File: config.mk
export PLATFORM = sky130hd
export DESIGN_NAME = hazard_scoreboard
export DESIGN_NICKNAME = d
export VERILOG_FILES = /design/src/rtl/hazard_scoreboard.sv
export SDC_FILE = /design/constraint.sdc
export NUM_CORES = 1
export LEC_CHECK = 0
export CORE_ASPECT_RATIO = 1.1
export CORE_UTILIZATION = 47
export DETAILED_ROUTE_END_ITERATION = 16
export GPL_TIMING_DRIVEN = 1
export PLACE_DENSITY = 0.9
export SYNTH_ARGS = -nofsm -noshare
export SYNTH_HDL_FRONTEND = slang
export SYNTH_SLANG_ARGS = --single-unit
File: constraint.sdc
create_clock -name clk -period 3.5 [get_ports clk]
set_clock_uncertainty 0.15 [all_clocks]
set_input_delay 0.35 -clock clk [delete_from_list [all_inputs] [get_ports clk]]
set_output_delay 0.35 -clock clk [all_outputs]
set_load 0.01 [all_outputs]
File: src/rtl/hazard_scoreboard.sv
// Issue-side hazard scoreboard: tracks destination masks of in-flight
// instructions (EX..WB) and stalls decode on read-after-write conflicts.

module hs_stage #(
  parameter int W = 33
) (
  input  logic         clk,
  input  logic         reset,
  input  logic         en_i,
  input  logic [W-1:0] d_i,
  output logic [W-1:0] q_o
);
  always_ff @(posedge clk or posedge reset) begin
    if (reset)     q_o <= '0;
    else if (en_i) q_o <= d_i;
  end
endmodule

module hazard_scoreboard #(
  parameter int STAGES  = 3,
  parameter int FORWARD = 1,
  parameter int CNT_W   = 16
) (
  input  logic             clk,
  input  logic             reset,
  input  logic             id_valid,
  input  logic [30:0]      id_rmask,
  input  logic [30:0]      id_wmask,
  input  logic             id_load,
  input  logic             hold,
  input  logic             kill_ex,
  output logic             id_ready,
  output logic [30:0]      pending,
  output logic [CNT_W-1:0] stall_count
);

  typedef struct packed {
    logic        v;
    logic [30:0] wm;
    logic        ld;
  } ent_t;

  ent_t ent_q [STAGES];
  ent_t ent_d [STAGES];

  logic             hazard;
  logic             issue;
  logic [CNT_W-1:0] cnt_q, cnt_d;

  // WB is excluded: the register file writes before it reads.
  always_comb begin
    pending = '0;
    for (int i = 0; i < STAGES-1; i++)
      if (ent_q[i].v) pending = pending | ent_q[i].wm;
  end

  generate
    if (FORWARD != 0) begin : g_fwd
      assign hazard = ent_q[0].v & ent_q[0].ld & (|(id_rmask & ent_q[0].wm));
    end else begin : g_nofwd
      assign hazard = |(id_rmask & pending);
    end
  endgenerate

  assign id_ready = id_valid & ~hazard & ~hold;
  assign issue    = id_ready;

  generate
    for (genvar g = 0; g < STAGES; g++) begin : g_stg
      if (g == 0) begin : g_ex
        assign ent_d[g] = '{v: issue, wm: issue ? id_wmask : '0, ld: issue & id_load};
      end else if (g == 1) begin : g_mem
        // A squashed EX entry moves on as a bubble.
        assign ent_d[g] = kill_ex ? '0 : ent_q[g-1];
      end else begin : g_tail
        assign ent_d[g] = ent_q[g-1];
      end
      hs_stage #(.W($bits(ent_t))) u_stg (
        .clk   (clk),
        .reset (reset),
        .en_i  (~hold),
        .d_i   (ent_d[g]),
        .q_o   (ent_q[g])
      );
    end
  endgenerate

  always_comb begin
    cnt_d = cnt_q;
    if (id_valid & hazard & ~hold & (cnt_q != {CNT_W{1'b1}}))
      cnt_d = cnt_q + 1'b1;
  end

  always_ff @(posedge clk or posedge reset) begin
    if (reset) cnt_q <= '0;
    else       cnt_q <= cnt_d;
  end

  assign stall_count = cnt_q;

  // The retiring entry and load flags past EX feed nothing.
  logic unused_bits;
  always_comb begin
    unused_bits = ^ent_q[STAGES-1];
    for (int i = 1; i < STAGES; i++) unused_bits = unused_bits ^ ent_q[i].ld;
  end

endmodule

Word level (Yosys, flattened, before mapping)
Cells that the tools add are included.
{"block": "op_classes", "bitwise_logic": 12, "n_mux": 4, "eq_ne": 1, "add_sub_neg": 1, "n_reduce_logical": 1}
{"cell": "$mux W31", "count": 3}
{"cell": "$mux W33", "count": 1}
{"cell": "$and A31 B31 Y31", "count": 1}
{"cell": "$or A31 B31 Y31", "count": 1}
{"cell": "$reduce_or A31 Y1", "count": 1}
{"cell": "$add A16 B1 Y16 const B", "count": 1}
{"cell": "$ne A16 B16 Y1 const B", "count": 1}
{"cell": "$and A1 B1 Y1", "count": 8}
{"cell": "$not A1 Y1", "count": 2}
{"block": "totals", "regBits": 82, "inputBits": 68, "elab_cells": 22}

Logic depth before layout (Yosys ltp)
Gate-level depths: netlist (run 1).
{"block": "logic_depth", "ltp_word": 7, "depth_mapped": 8, "mapped_depth_nobuf": 7}

Modules after synthesis
Synthesis (run 1) repeated with hierarchy kept, for this count alone.
{"block": "hier_totals", "hier_cells": 354, "hier_area_um2": 4489.3}
{"module": "hs_stage", "instances": 2, "cells_each": 71, "area_per_inst_um2": 1385.1}
{"module": "hazard_scoreboard", "instances": 1, "cells_each": 212, "area_per_inst_um2": 1719.1}

Least setup slack after synthesis (run 1)
Ideal clock, no wire load.
{"block": "synth_path", "kind": "flip-flop to output port", "from": "register g_stg[0].u_stg.q_o[13]", "to": "output id_ready", "slack_ps": 1437, "arrival_time_ps": 1563, "path_stages_with_launch": 8, "path_buffers": 2, "required_time_ps": 3000, "path_cell_list": "dfrtp_1 a22o_1 a221oi_1 nand4_1 nor3_4 o21a_1 buf_4 buf_6"}
{"block": "synth_between", "elab_chain_len": 6}
{"item": "from (decl)", "line_no": "11", "source": "output logic [W-1:0] q_o"}
{"item": "from (signal assigned)", "line_no": "15", "source": "else if (en_i) q_o <= d_i;"}
{"item": "$and A31 B31 Y31", "line_no": "59", "source": "assign hazard = ent_q[0].v & ent_q[0].ld & (|(id_rmask & ent_q[0].wm));"}
{"item": "$reduce_or A31 Y1", "line_no": "59"}
{"item": "$and A1 B1 Y1", "line_no": "59"}
{"item": "$not A1 Y1", "line_no": "65", "source": "assign id_ready = id_valid & ~hazard & ~hold;"}
{"item": "$and A1 B1 Y1 (2 in a row)", "line_no": "65"}
{"item": "to (decl)", "line_no": "32", "source": "output logic id_ready,"}
Every way passes these cells.

Final worst setup path (run 1)
{"block": "layout_path", "from": "register g_stg[0].u_stg.q_o[26]", "to": "output id_ready"}
Same word-level chain as after synthesis.

==> out/qor.yml, run 1 <==
routing:
  drc: 1
  wl_per_cell_um: 17.6
  ant_nets: 0
  vias_per_cell: 5.67
  dr.pass1.iters: 10
  drtIter0Drc: 269
  num_vias: 3248
  drt_wl_total_um: 10100
outcome:
  status: "complete, but fails checks"
  failed_checks: "DRC"
setup_path:
  start_kind: "register"
  reg2reg_from: "g_stg[0].u_stg.q_o[26]"
  path_max_fanout: 4
  critPathTopFamily: "compound AO/OA/AOI/OAI gates"
  regToRegSetupSlack_ns: 1.01
  cp-end-kind: "primary output"
  critical_path_class: "register to primary output"
  crit_slowest_cell: "a222oi_1"
  startpoint: "g_stg[0].u_stg.q_o[26]"
  arrival_ns: 2.59
  cp.required_ns: 3.00
  path_buf_inv: 1
  crit_chain: "a222oi_1 > nand4_1 > nor3_4 > o21a_1 > clkdlybuf4s50_1"
  cp_slowest_stage_delay_ns: 0.59
die:
  rows: 34
  io_pins: 116
  fp.dieW_um: 87.7
  die-area_sq_um: 8440
  die_y_um: 96.2
  floorplan.initialDensity_pct: 48.2
  core_sq_um: 7870
global_route:
  antenna_found_initial: 0
  overflow: 0
  grt_pass1_wl_um: 15500
  grt_pass1_vias: 3099
  grtUsageTotal_pct: 24.7
  grt_start_max_net_pins: 98
sta:
  slew_viol_final: 0
  grt_setup_unrepaired: "no"
  slew_headroom_pct: 27.8
  finalCritPeriodShare_pct: 88.3
  hold_ws_ns: 0.0780
  max_freq_ghz: 0.323
  final-hold-violation-count: 0
  finalSetupTns_ns: 0
  setup_ws_ns: 0.409
  period_needed_ns: 3.09
  tightest_slew_ns: 1.08
  setup_violations: 0
placed_design:
  io_buffers: 115
  place_ws_ns: 0.483
  gp_congestion: 0.852
  dp_hpwl_um: 6870
  post_dp_cell_area_sq_um: 5010
power:
  p_per_area_nw_per_um2: 403
  p_leak_nw: 2.27
  peakVddDrop_mv: 0.209
  finalPower_mw: 2.09
final_layout:
  multi_input_area_sq_um: 1630
  drive_above_1_share_pct: 6.02
  postLayoutCellArea_sq_um: 5190
  final_common_cell: "clkdlybuf4s50_1"
  seq_area_sq_um: 2030
  fill_cells: 622
  antenna_cells: 0
  layout_common_cells: "clkdlybuf4s50_1 (114), dfrtp_1 (81), a22o_1 (66)"
  area_growth_pct: 36.8
  fin_nets: 529
synthesis:
  synth_cell_type_count: 32
  synth_seq_cells: 81
  synth_fp_nets: 424
  post-synth-top-area-cell: "dfrtp_1"
  synth_top_area_share_pct: 53.4
  netlist_instances: 355
  syn_area_sq_um: 3790
  yosys_warnings: 0
  syn_area_per_cell_sq_um: 10.7
  yosysSeqAreaShare_pct: 53.4
  synth.area.top_cells: "dfrtp_1 (53%), a22o_1 (15%), nand2b_1 (5.4%)"
clock_tree:
  path_clk_slew_ns: 0.09
  insertion_delay_ns: 0.36
  htreeDepth: 3
  cts_buffer_depth: 2
  post_cts_buffers: 0
  ctsResizeCount: 0
  clockRootBuffer: "clkbuf_8"
  clkSinkCount: 81
  cts_tree: "built"
  cts_hold_buf: 0
  cts_buffers: 9
run:
  maxCapViolations: 0
worst_hold_path:
  hold_class: "input pin to asynchronous set/reset pin"
[state kept, by name (all words and copies together) (netlist names)]
| register | cells |
|---|---|
| g_stg.u_stg.q_o | 65 |
| stall_count | 16 |
[path summary, 6_finish.rpt]
check	end	cells after the start
setup reg to reg	g_stg[0].u_stg.q_o[14]	6
hold reg to reg	g_stg[1].u_stg.q_o[16]	2
min in group clk	g_stg[1].u_stg.q_o[16]	2
setup / recovery	id_ready	5
hold / removal	stall_count[4]	2
max in group asynchronous	g_stg[1].u_stg.q_o[25]	3
[metal layers]
metal  vias to the layer above  GRT usage, %  share of wire, %
met1                      1610          32.4                43
met3                        25          4.03               5.0
met5                         -             0                 0
li1                       1502             -                 -
met4                         0          13.1               3.2
met2                       111          39.3                49
[stage by stage]
step | instances | utilization (%)
4_1_cts | 573 | 65.9
3_5_place_dp | 557 | 63.7
5_1_grt | 573 | 65.9
2_1_floorplan | 355 | -
6_report | 573 | 65.9
3_3_place_gp | 557 | 63.7
[power breakdown]
part | switching, mW | internal (mW) | total (mW)
Sequential | 0.0721 | 1.00 | 1.07
Combinational | 0.172 | 0.222 | 0.394
Clock | 0.345 | 0.279 | 0.625
[area by class of cell]
type / instances / share of cell area, %
Clock buffer: 11 / 2.72
Multi-Input combinational cell: 245 / 31.4
Clock inverter: 5 / 0.747
Sequential cell: 81 / 39.1
Inverter: 1 / 0.0964
Tap cell: 108 / 2.60
Timing Repair Buffer: 122 / 23.3
[kinds of logic (layout without fill, tap and decap cells)]
kind of cell	Yosys count	after routing	synth area share [%]
compound gates	112	112	22.4
simple gates	116	116	16.4
buf+inv	29	139	3.59
xor+xnor	13	13	3.00
mux	3	3	0.890
flops	81	81	53.4
fa+ha+maj	1	1	0.330
[Yosys cell counts, drive strengths merged]
cell type and number:
clkbuf 22, o21ai 32, and2 4, and3 5
nand3b 1, a222oi 1, nor2 8, nor3 5
a22oi 8, buf 6, nand4 11, nor4b 1
ha 1, nand2b 33, nand2 38, o21a 1
nand3 5, nor2b 1, a221oi 3, inv 1
dfrtp 81, xor2 12, and4 3, a21o 1
mux2 3, nor3b 1, a22o 66, xnor2 1
Power figures use the tool's default switching activity.
==> inputs of run 2 (changes only) <==
--- a/config.mk
+++ b/config.mk
@@ -5,11 +5,13 @@
 export SDC_FILE = /design/constraint.sdc
 export NUM_CORES = 1
 export LEC_CHECK = 0
+export ABC_AREA = 1
 export CORE_ASPECT_RATIO = 1.1
-export CORE_UTILIZATION = 47
+export CORE_UTILIZATION = 48
 export DETAILED_ROUTE_END_ITERATION = 16
 export GPL_TIMING_DRIVEN = 1
 export PLACE_DENSITY = 0.9
+export SETUP_SLACK_MARGIN = 0.3
 export SYNTH_ARGS = -nofsm -noshare
 export SYNTH_HDL_FRONTEND = slang
 export SYNTH_SLANG_ARGS = --single-unit
==> constraint.sdc (replaced) <==
create_clock -name clk -period 2.9 [get_ports clk]
set_clock_uncertainty 0.15 [all_clocks]
set_input_delay 0.29 -clock clk [delete_from_list [all_inputs] [get_ports clk]]
set_output_delay 0.29 -clock clk [all_outputs]
set_load 0.01 [all_outputs]
==> run 2 against run 1 <==
Net effect:
- synthesized cell count is 46% higher
- sequential power rose by 19%
- combinational power up 36%
- setup slack improved by 0.096 ns
- the flow now finishes without violations
- die area up 6.2%
==> out/qor.yml, run 2 <==
power:
  p_leak_nw: 2.50
  p_per_area_nw_per_um2: 470
  p_int_mw: 1.86
  seqPwrFrac_pct: 48.4
  peakVddDrop_mv: 0.339
  switchingPower_mw: 0.763
  clkPwrFrac_pct: 31.2
  finalPower_mw: 2.63
  combPwrFrac_pct: 20.4
  swShare_pct: 29.0
die:
  die_y_um: 99.2
  die-area_sq_um: 8960
  fp.dieW_um: 90.4
  rows: 35
  core_sq_um: 8360
  floorplan.initialDensity_pct: 49.3
  io_pins: 116
placed_design:
  place_ws_ns: 0.350
  gp_congestion: 0.861
  io_buffers: 115
  dp_hpwl_um: 7700
  dp_cells: 726
  post_dp_cell_area_sq_um: 5380
global_route:
  overflow: 0
  antenna_found_initial: 0
  grtUsageTotal_pct: 25.3
  grt_pass1_wl_um: 18200
  grt_start_max_net_pins: 54
  grt_pass1_vias: 3921
routing:
  drtIter0Drc: 233
  drc: 0
  wl_per_cell_um: 14.9
  vias_per_cell: 5.36
  dr.pass1.iters: 5
  drt_wl_total_um: 11100
  num_vias: 3993
  ant_nets: 0
clock_tree:
  insertion_delay_ns: 0.35
  cts_buffer_depth: 2
  clkSinkCount: 81
  cts_tree: "built"
  path_clk_slew_ns: 0.09
  cts_buffers: 9
  clockRootBuffer: "clkbuf_8"
  htreeDepth: 3
synthesis:
  yosysSeqAreaShare_pct: 49.2
  synth_cell_type_count: 26
  synth_top_area_share_pct: 49.2
  post-synth-top-area-cell: "dfrtp_1"
  yosys_warnings: 0
  netlist_instances: 518
  syn_area_sq_um: 4120
  syn_area_per_cell_sq_um: 7.96
  ys_async_sr_fraction_pct: 100
  synth_seq_cells: 81
  ys.flop_type: "dfrtp_1"
  synth_common_cells: "nand2_1 (118), dfrtp_1 (81), inv_1 (78)"
  synth_edf_count: 0
  synth_fp_nets: 587
  synth.most_common_cell: "nand2_1"
  synth.area.top_cells: "dfrtp_1 (49%), nand2_1 (11%), nand3_1 (8.4%)"
sta:
  hold_ws_ns: 0.122
  setup_violations: 0
  finalSetupTns_ns: 0
  grt_setup_unrepaired: "no"
  finalCritPeriodShare_pct: 82.6
  tightest_slew_ns: 0.841
  slew_viol_final: 0
  period_needed_ns: 2.40
  final-hold-violation-count: 0
  setup_ws_ns: 0.504
  slew_headroom_pct: 43.8
  max_freq_ghz: 0.417
final_layout:
  largest_reg_flops: 65
  area_growth_pct: 35.8
  layout_common_cells: "nand2_1 (118), clkdlybuf4s50_1 (114), dfrtp_1 (81)"
  fin_util_pct: 66.9
  largest_register: "g_stg.u_stg.q_o"
  fin_cells: 745
  antenna_cells: 0
  final_common_cell: "nand2_1"
  drive_above_1_share_pct: 6.94
  postLayoutCellArea_sq_um: 5600
  fin_nets: 698
setup_path:
  crit_slowest_cell: "clkdlybuf4s50_1"
  start_kind: "register"
  critical_path_class: "register to primary output"
  cp-end-kind: "primary output"
  arrival_ns: 1.96
  cp.required_ns: 2.46
  critPathTopFamily: "buffers and inverters"
  path_buf_inv: 3
  crit_chain: "clkinvlp_4 > buf_4 > o22ai_1 > clkdlybuf4s50_1"
  cp_slowest_stage_delay_ns: 0.57
  path_max_fanout: 20
worst_hold_path:
  hold_class: "input pin to asynchronous set/reset pin"
outcome:
  status: "completed"
run:
  maxCapViolations: 0
[run 2: cell types whose count changed in the layout (fill, tap and decap cells not counted), sizes merged, moves of 16 or more]
| cell | before | now |
|---|---|---|
| o21ai | 32 | 64 |
| nor2 | 8 | 24 |
| nand2b | 33 | 0 |
| inv | 1 | 77 |
| nand3 | 5 | 71 |
| a22o | 66 | 0 |
| nand2 | 38 | 120 |
| o22ai | 0 | 31 |
[run 2: final timing paths]
kind | from | endpoint | slack (ns) | depth (start not counted)
max | g_stg[0].u_stg.q_o[32] | pending[17] | 0.50 | 4
min | reset | g_stg[1].u_stg.q_o[25] | 0.12 | 2
max reg2reg | g_stg[0].u_stg.q_o[14] | g_stg[0].u_stg.q_o[12] | 0.95 | 10
min reg2reg | g_stg[0].u_stg.q_o[0] | g_stg[0].u_stg.q_o[0] | 0.35 | 2
max in group asynchronous | reset | stall_count[6] | 1.83 | 3
min in group clk | g_stg[0].u_stg.q_o[0] | g_stg[0].u_stg.q_o[0] | 0.35 | 2
[run 2: timing repair]
item	CTS	global route
hold buffers	0	0
pin swaps	0	0
setup buffers	0	3
gates resized for setup	1	1
endpoints found under the setup margin	1	15
[run 2: metal layers]
layer / vias up / track usage (%) / wire length, um
li1: 1900 / - / -
met1: 1912 / 32.5 / 4730
met2: 164 / 43.2 / 5460
met3: 17 / 4.82 / 734
met4: 0 / 8.81 / 178
met5: - / 0 / 0
[run 2: power groups by stage]
stage	clock, mW	combinational [mW]	sequential, mW
final	0.821	0.536	1.27
after global routing	0.883	0.589	1.28
after CTS	0.834	0.530	1.27
after detailed placement	0	0.527	1.29
after global placement	0	0.512	1.28
after floorplan	0	0.259	1.28
[run 2: cells by family after synthesis]
kind of cell	after synthesis	synth area share, %
buffers and inverters	106	10.4
xor gates and xnor gates	13	2.76
adders and majority gates	1	0.304
AOI/OAI and AO/OA	95	12.5
DFF	81	49.2
and+or+nand+nor	222	24.9
[run 2: area by class of cell]
type / count / area [sq um]
Inverter: 79 / 302
Multi-Input combinational cell: 331 / 1670
Tap cell: 111 / 139
Clock buffer: 9 / 124
Timing Repair Buffer: 127 / 1260
Clock inverter: 7 / 70.1
Sequential cell: 81 / 2030
Fill cell: 677 / 2770
==> inputs of run 3 (changes only) <==
--- a/config.mk
+++ b/config.mk
@@ -7,10 +7,10 @@
 export LEC_CHECK = 0
 export ABC_AREA = 1
 export CORE_ASPECT_RATIO = 1.1
-export CORE_UTILIZATION = 48
+export CORE_UTILIZATION = 44
 export DETAILED_ROUTE_END_ITERATION = 16
 export GPL_TIMING_DRIVEN = 1
-export PLACE_DENSITY = 0.9
+export PLACE_DENSITY = 0.87
 export SETUP_SLACK_MARGIN = 0.3
 export SYNTH_ARGS = -nofsm -noshare
 export SYNTH_HDL_FRONTEND = slang
==> constraint.sdc (replaced) <==
create_clock -name clk -period 2.2 [get_ports clk]
set_clock_uncertainty 0.15 [all_clocks]
set_input_delay 0.22 -clock clk [delete_from_list [all_inputs] [get_ports clk]]
set_output_delay 0.22 -clock clk [all_outputs]
set_load 0.01 [all_outputs]
==> run 3 against run 2 <==
Net effect:
- wire length rose by 0.75%
- setup slack lost 0.27 ns
- non-clock buffer count rose by 3
- critical path depth is 6 higher
- critical path type unchanged
- critical endpoint is now id_ready
- highest routed layer unchanged
==> out/qor.yml, run 3 (synthesis results as in run 2) <==
sta:
  final-hold-violation-count: 0
  period_needed_ns: 1.97
  tightest_slew_ns: 1.17
  slew_headroom_pct: 22.0
  finalCritPeriodShare_pct: 89.6
  grt_setup_unrepaired: "yes"
  max_freq_ghz: 0.508
  setup_ws_ns: 0.230
  slew_viol_final: 0
  setup_violations: 0
  finalSetupTns_ns: 0
setup_path:
  path_buf_inv: 2
  crit_slowest_cell: "dfrtp_1"
  critical_path_class: "register to primary output"
  critPathTopFamily: "simple AND/OR/NAND/NOR gates"
  cp-end-kind: "primary output"
  cp_slowest_stage_delay_ns: 0.41
  arrival_ns: 1.60
  crit_chain: "nand2_1 > nand2_1 > nor2_2 > nand2_1 > nor2_4 > nand2_4 > nand2_4 > nand2_4 > inv_4 > buf_6"
  start_kind: "register"
  cp.required_ns: 1.83
  path_max_fanout: 3
die:
  floorplan.initialDensity_pct: 46.0
  io_pins: 116
  core_sq_um: 8960
  die-area_sq_um: 9760
  die_y_um: 104
  fp.dieW_um: 94.3
  rows: 36
routing:
  num_vias: 3987
  wl_per_cell_um: 14.9
  drc: 0
  ant_nets: 0
  drt_wl_total_um: 11200
  vias_per_cell: 5.31
  dr.pass1.iters: 5
  drtIter0Drc: 216
power:
  clkPwrFrac_pct: 33.0
  peakVddDrop_mv: 0.455
  switchingPower_mw: 1.00
  seqPwrFrac_pct: 46.9
  p_per_area_nw_per_um2: 628
  combPwrFrac_pct: 20.1
  p_leak_nw: 2.65
  p_int_mw: 2.57
  swShare_pct: 28.1
global_route:
  grt_pass1_vias: 3946
  overflow: 0
  grtUsageTotal_pct: 23.6
  antenna_found_initial: 0
  grt_pass1_wl_um: 18100
  grt_start_max_net_pins: 82
outcome:
  status: "completed"
final_layout:
  largest_register: "g_stg.u_stg.q_o"
  layout_common_cells: "nand2_1 (116), clkdlybuf4s50_1 (83), dfrtp_1 (81)"
  antenna_cells: 0
  fin_nets: 701
  fill_cells: 770
  drive_above_1_share_pct: 9.42
  fin_util_pct: 63.4
  final_common_cell: "nand2_1"
  largest_reg_flops: 65
  area_growth_pct: 37.9
placed_design:
  dp_hpwl_um: 7500
  place_ws_ns: -0.196
  io_buffers: 115
  gp_congestion: 0.928
clock_tree:
  clkSinkCount: 81
  cts_buffers: 9
  cts_tree: "built"
  path_clk_slew_ns: 0.08
  htreeDepth: 3
  cts_buffer_depth: 2
  insertion_delay_ns: 0.35
  cts_hold_buf: 0
  clockRootBuffer: "clkbuf_8"
run:
  maxCapViolations: 0
worst_hold_path:
  hold_class: "input pin to asynchronous set/reset pin"
## run 3: changes by cell type in the layout (fill, tap and decap cells not counted), moves of 2 or more
cell,change
inv_4,+2
dlygate4sd2_1,+26
buf_8,+2
clkdlybuf4s50_1,-31
clkinvlp_4,+3
inv_1,-2
nor2_2,+3
clkinv_2,-3
nand2_1,-2
nor2_1,-4
clkbuf_2,+3
## run 3: layout make-up
type	count	area (sq um)	area share, %
Multi-Input combinational cell	331	1700	29.9
Clock inverter	7	95.1	1.67
Timing Repair Buffer	130	1290	22.6
Sequential cell	81	2030	35.7
Clock buffer	9	124	2.18
Tap cell	114	143	2.51
Inverter	79	305	5.37
## run 3: power groups by stage
| stage | Clock [mW] | Sequential, mW | Combinational [mW] |
|---|---|---|---|
| floorplan | 0 | 1.69 | 0.342 |
| global placement | 0 | 1.69 | 0.687 |
| detailed placement | 0 | 1.70 | 0.704 |
| CTS | 1.21 | 1.67 | 0.685 |
| global route | 1.27 | 1.69 | 0.786 |
| finish | 1.18 | 1.67 | 0.717 |
## run 3: what timing repair did
item,4_1_cts,5_1_grt
setup endpoints to repair,60,65
gates resized for setup,42,19
pin swaps,4,8
setup buffers,1,3
gates cloned,0,1
## run 3: path summary, 6_finish.rpt
kind	cells after the start	startpoint	slack (ns)	end
min in group clk	3	id_load	0.28	g_stg[0].u_stg.q_o[0]
worst max register to register	10	g_stg[0].u_stg.q_o[23]	0.32	g_stg[0].u_stg.q_o[11]
worst min register to register	2	g_stg[0].u_stg.q_o[0]	0.34	g_stg[0].u_stg.q_o[0]
max in group asynchronous	3	reset	1.39	g_stg[0].u_stg.q_o[20]
worst min-delay path	3	reset	0.17	g_stg[1].u_stg.q_o[3]
worst max-delay path	10	g_stg[0].u_stg.q_o[23]	0.23	id_ready
## run 3: worst register-to-register path, stage by stage, from the launching register on
cell     delay [ns]
dfrtp_1        0.41
nand2_1        0.07
nand2_1        0.08
nor2_2         0.13
nand2_1        0.09
nor2_4         0.13
nand2_4        0.07
nand2_4        0.07
buf_4          0.35
nand3_1        0.12
o21ai_0        0.12
## run 3: per-stage QoR
| stage | cell area [sq um] | cells | power, mW | hold slack [ns] |
|---|---|---|---|---|
| 5_1_grt | 5680 | 751 | 3.74 | 0.193 |
| 4_1_cts | 5600 | 747 | 3.56 | 0.187 |
| 6_report | 5680 | 751 | 3.57 | 0.174 |
| 3_3_place_gp | 5400 | 730 | 2.38 | 0.314 |
| 3_5_place_dp | 5400 | 730 | 2.40 | 0.323 |
| 2_1_floorplan | 4130 | 518 | 2.03 | 0.180 |
## run 3: layer usage
layer	up-vias	wire (um)	track usage, %
li1	1908	-	-
met1	1904	4660	30.7
met2	163	5670	39.1
met3	12	739	4.99
met4	0	111	6.59
met5	-	0	0
==> RTL change 1: new RTL, settings of run 3 <==
Set the parameter `FORWARD` to 0 (it was 1).
--- a/src/rtl/hazard_scoreboard.sv
+++ b/src/rtl/hazard_scoreboard.sv
@@ -20,3 +20,3 @@
   parameter int STAGES  = 3,
-  parameter int FORWARD = 1,
+  parameter int FORWARD = 0,
   parameter int CNT_W   = 16
Check against the original RTL: not equivalent (a bounded check fails within 4 cycles, from zero or initial values and one cycle with reset high).
==> RTL change 1 against run 3 <==
The flow now finishes with violations (setup timing). Sequential cell count decreased by 1. Wire length increased by 15%. Global-route usage increased by 2.3 points. Utilization increased by 2.4 points. First-iteration DRC count increased by 62%. Register-to-register slack got worse by 0.29 ns. Setup slack got worse by 0.31 ns. Fmax decreased by 14%. Design area increased by 4.8%. Hold slack got worse by 0.076 ns. Synthesized area increased by 1.4%.
Power is not compared: it rests on default switching activity, and its combinational part moved more than twofold at a synthesized area within 25%.
==> RTL change 1: results (changes against run 3) <==
* Pre-antenna DRT Iters at 7 (+2)
* Compound-Gate Fraction of Synth Area at 0.8084% (-12 points)
* Cell count after synthesis at 572 (+10%)
* GR Util All Layers at 25.89% (+2.3 points)
* Worst Path Max Fanout at 14 (+11)
* Placed insts at 802 (+9.9%)
* Commonest cells post-synth: 316 x nand2_1, 80 x dfrtp_1, 55 x nand3_1
* Routed WL per cell at 15.71 um (+5.5%)
* Nets at 774 (+10%)
* Status: complete, but fails checks
* Synth Area in Adders at 0.2994% (-0.0042 points)
* Failing checks: setup timing
* Gpl congestion at 0.9343 (+0.70%)
* DR iter-0 viols at 349 (+62%)
* Fin Setup TNS at -0.07954 ns (-0.07954 ns)
* Critical Path AT at 1.91 ns (+0.31 ns)
* Layout Cells excl Fill at 822 (+9.5%)
* Yosys cell types at 20 (-23%)
* Share of layout cells above drive strength 1 at 13.84% (+4.4 points)
* Fin worst setup slack at -0.07954 ns (-0.3094 ns)
* Final setup fails at 1 (+1)
* Slew headroom at 25.85% (+3.9 points)
* Worst r2r src: g_stg[0].u_stg.q_o[32]
* Vias in the first global route at 4292 (+8.8%)
* Max FFs per register at 64 (-1.5%)
* PortBufs at 114 (-0.87%)
* XOR/XNOR share of the synthesized area at 2.934% (+0.17 points)
* Register area share after synthesis at 47.90% (-1.3 points)
* Pre-CTS WS at -0.1224 ns (+0.07320 ns)
[RTL change 1: cell types whose count changed in the layout (fill, tap and decap cells not counted), sizes merged, moves of 4 or more]
cell          delta
nand4           +27
dlymetal6s2s     +5
buf             +39
o21ai           -63
clkinvlp         -4
nand2          +199
nand3           -16
o22ai           -31
inv             -67
dlygate4sd2     -15
[RTL change 1: worst max-delay path, stage by stage (launching register included)]
cell     delay (ns)
dfrtp_2        0.47
buf_12         0.18
nand2_1        0.06
nand2_1        0.08
nand2_1        0.07
nand2_1        0.05
nor2_2         0.16
nand2_2        0.10
nor2_4         0.15
nand2_4        0.07
nor2_4         0.08
buf_6          0.11
[RTL change 1: power groups by stage]
stage                     Clock [mW]  Combinational (mW)  Sequential, mW
after floorplan                    0                1.44            2.08
after CTS                       1.26                2.34            2.13
after detailed placement           0                2.28            2.14
final                           1.24                2.47            2.15
after global placement             0                2.22            2.11
after global routing            1.33                2.67            2.19
[RTL change 1: per-stage QoR]
step | power, mW | hold slack, ns
2_1_floorplan | 3.519 | 0.2207
6_report | 5.857 | 0.09825
4_1_cts | 5.730 | 0.1088
3_3_place_gp | 4.324 | 0.3113
3_5_place_dp | 4.426 | 0.3145
5_1_grt | 6.182 | 0.1317
[RTL change 1: logic make-up (layout without fill, tap and decap cells)]
group                    count (synthesis)  count (layout)
XOR/XNOR                                14              14
AND/OR/NAND/NOR                        431             432
adder cells (fa/ha/maj)                  1               1
flip-flops                              80              80
AO/OA/AOI/OAI                            3               3
buffers and inverters                   43             178
[RTL change 1: what timing repair did]
action                                  in CTS  in global routing
setup buffers                                1                  2
endpoints found under the setup margin      80                 57
pin swaps                                    4                  5
gates cloned                                 1                  2
resized for setup                           45                 20
[RTL change 1: metal layers]
| layer | vias to the layer above | GRT usage (%) | part of all wire (%) | wire, um |
|---|---|---|---|---|
| met1 | 2109 | 30.48 | 37 | 4838 |
| li1 | 2091 | - | - | - |
| met2 | 261 | 44.81 | 51 | 6619 |
| met4 | 0 | 10.17 | 2.1 | 272 |
| met5 | - | 0 | 0 | 0 |
| met3 | 30 | 5.994 | 9.2 | 1185 |
[RTL change 1: worst paths after layout]
path	endpoint	slack, ns	cells past startpoint
worst min-delay path	stall_count[0]	0.1	2
max in group asynchronous	g_stg[1].u_stg.q_o[5]	1.26	3
worst min register to register	g_stg[1].u_stg.q_o[27]	0.34	2
worst max-delay path	id_ready	-0.08	11
min in group clk	g_stg[0].u_stg.q_o[32]	0.27	5
worst max register to register	g_stg[0].u_stg.q_o[3]	0.03	11
[RTL change 1: final cells by class]
cell class              count  area, um2
clock buffers              10      127.6
clock inverters             4      95.09
fillers                   722       3098
inverters                  11      45.04
multi-input cells         450       2058
flip-flops and latches     80       2003
well taps                 114      142.6
repair buffers            153       1484
==> RTL change 2: new RTL, settings of run 3 <==
Made on the original files. Reset style: synchronous (`reset`), changed in 2 clocked blocks.
--- a/src/rtl/hazard_scoreboard.sv
+++ b/src/rtl/hazard_scoreboard.sv
@@ -12,3 +12,3 @@
 );
-  always_ff @(posedge clk or posedge reset) begin
+  always_ff @(posedge clk) begin
     if (reset)     q_o <= '0;
@@ -93,3 +93,3 @@
 
-  always_ff @(posedge clk or posedge reset) begin
+  always_ff @(posedge clk) begin
     if (reset) cnt_q <= '0;
Function: differs if reset is asserted again (counterexample within 4 cycles, from zero or initial values and one cycle with reset high); with reset held inactive, the same outputs for 10 cycles.
==> RTL change 2 against run 3 <==
Synthesized area shrank 4.4%. Cell count rose by 2.8%. Sequential share of layout area shrank 6.9 points. Setup slack improved by 0.012 ns. Sequential cell count did not move. Design area rose by 1.8%. Combinational power fell by 33%. Clock power is 31% higher. Wire length rose by 4.3%. Total power increased by 0.37%. Sequential power fell by 7%. Largest cell class is now multi-input gates. Die area fell by 4.3%.
==> RTL change 2: results (changes against run 3) <==
* Status: completed
* Seq pwr share at 43.6% (-3.3 points)
* XOR/XNOR share of the synthesized area at 0.2224% (-2.5 points)
* Largest net degree at the start of global routing at 66 (-20%)
* Worst-Margin Slew at 0.6421 ns (-0.5267 ns)
* Nets at 725 (+3.4%)
* Final wirelength at 11670 um (+4.3%)
* Met2 Use GR at 41.96% (+2.8 points)
* Global-route wire length before repair at 17770 um (-1.9%)
* Vias in the first global route at 3865 (-2.1%)
* Hold WS at 0.2721 ns (+0.09813 ns)
* DR iter-0 viols at 241 (+12%)
* Die area at 9334 um2 (-4.3%)
* Power Internal at 2.745 mW (+7.0%)
* Compound-Gate Fraction of Synth Area at 23.19% (+11 points)
* Fillcell total at 649 (-16%)
* Leakage at 2.737 nW (+3.3%)
* Gpl congestion at 0.8375 (-9.7%)
* Commonest cells post-synth: 129 x nand2_1, 87 x nor2_1, 81 x dfxtp_1
* Hold crit path type: in2reg
* Final-report max-slew violation count at 0 (unchanged)
* GR Util All Layers at 23.91% (+0.35 points)
* Register area share after synthesis at 41.17% (-8.0 points)
* Met3 GRT Util at 3.303% (-1.7 points)
* Synth Flop Type: dfxtp_1
* Synth Area in Adders at 0.3177% (+0.014 points)
* Hpwl dp at 7433 um (-0.85%)
* M1 GR Usage at 30.04% (-0.71 points)
* Switching share of power at 23.32% (-4.7 points)
* Via count at 4188 (+5.0%)
* Largest vdd supply drop at 309.5 uV (-32%)
* Share of layout cells above drive strength 1 at 22.54% (+13 points)
* Register-to-register setup slack at 0.38 ns (+0.06 ns)
* Top cells by area, synth: dfxtp_1 41%, nand2_1 12%, nor2_1 8.3%
* Worst Path Max Fanout at 10 (+7)
* Combinational share of power at 13.5% (-6.6 points)
* Fraction of registers with async set/reset at 0% (-100 points)
* Syn_nets at 609 (+3.7%)
RTL change 2: final cells by class:
type / count / area (um2) / share of cell area (%)
multi-input combinational: 404 / 2135 / 36.91
sequential: 81 / 1665 / 28.80
timing repair buffer: 137 / 1463 / 25.29
clock inverter: 7 / 166.4 / 2.878
tap: 111 / 138.9 / 2.402
clock buffer: 9 / 123.9 / 2.142
inverter: 23 / 91.34 / 1.579
RTL change 2: what timing repair did:
action                     4_1_cts  5_1_grt
resized for setup               18       83
cloned                           0        2
setup endpoints to repair       67       76
setup buffers                    0        9
pin swaps                        4       10
RTL change 2: through the flow:
stage	setup WS (ns)	setup TNS [ns]	area, um2	instances	util (%)
CTS	0.1848	0	5458	761	63.91
global placement	-0.1738	-4.535	5131	745	60.09
detailed placement	-0.2230	-5.743	5131	745	60.09
finish	0.2421	0	5783	772	67.72
global route	0.1794	0	5783	772	67.72
floorplan	0.5247	0	3939	540	-
RTL change 2: metal layers:
layer	up-vias	wire, um
li1	2004	-
met1	1967	4694
met2	194	5920
met3	23	813
met4	0	244
met5	-	0
RTL change 2: worst paths after layout:
check	from	to	depth (start not counted)
worst max register to register	g_stg[0].u_stg.q_o[25]	g_stg[0].u_stg.q_o[11]	12
worst max-delay path	g_stg[0].u_stg.q_o[32]	pending[29]	3
worst min register to register	g_stg[0].u_stg.q_o[0]	g_stg[0].u_stg.q_o[0]	2
worst min-delay path	id_wmask[20]	g_stg[0].u_stg.q_o[21]	3
RTL change 2: critical path, cell delays in order, from the launching register on:
cell and delay, ns:
dfxtp_4 0.40, buf_6 0.15, a22o_1 0.16, clkdlybuf4s50_1 0.54
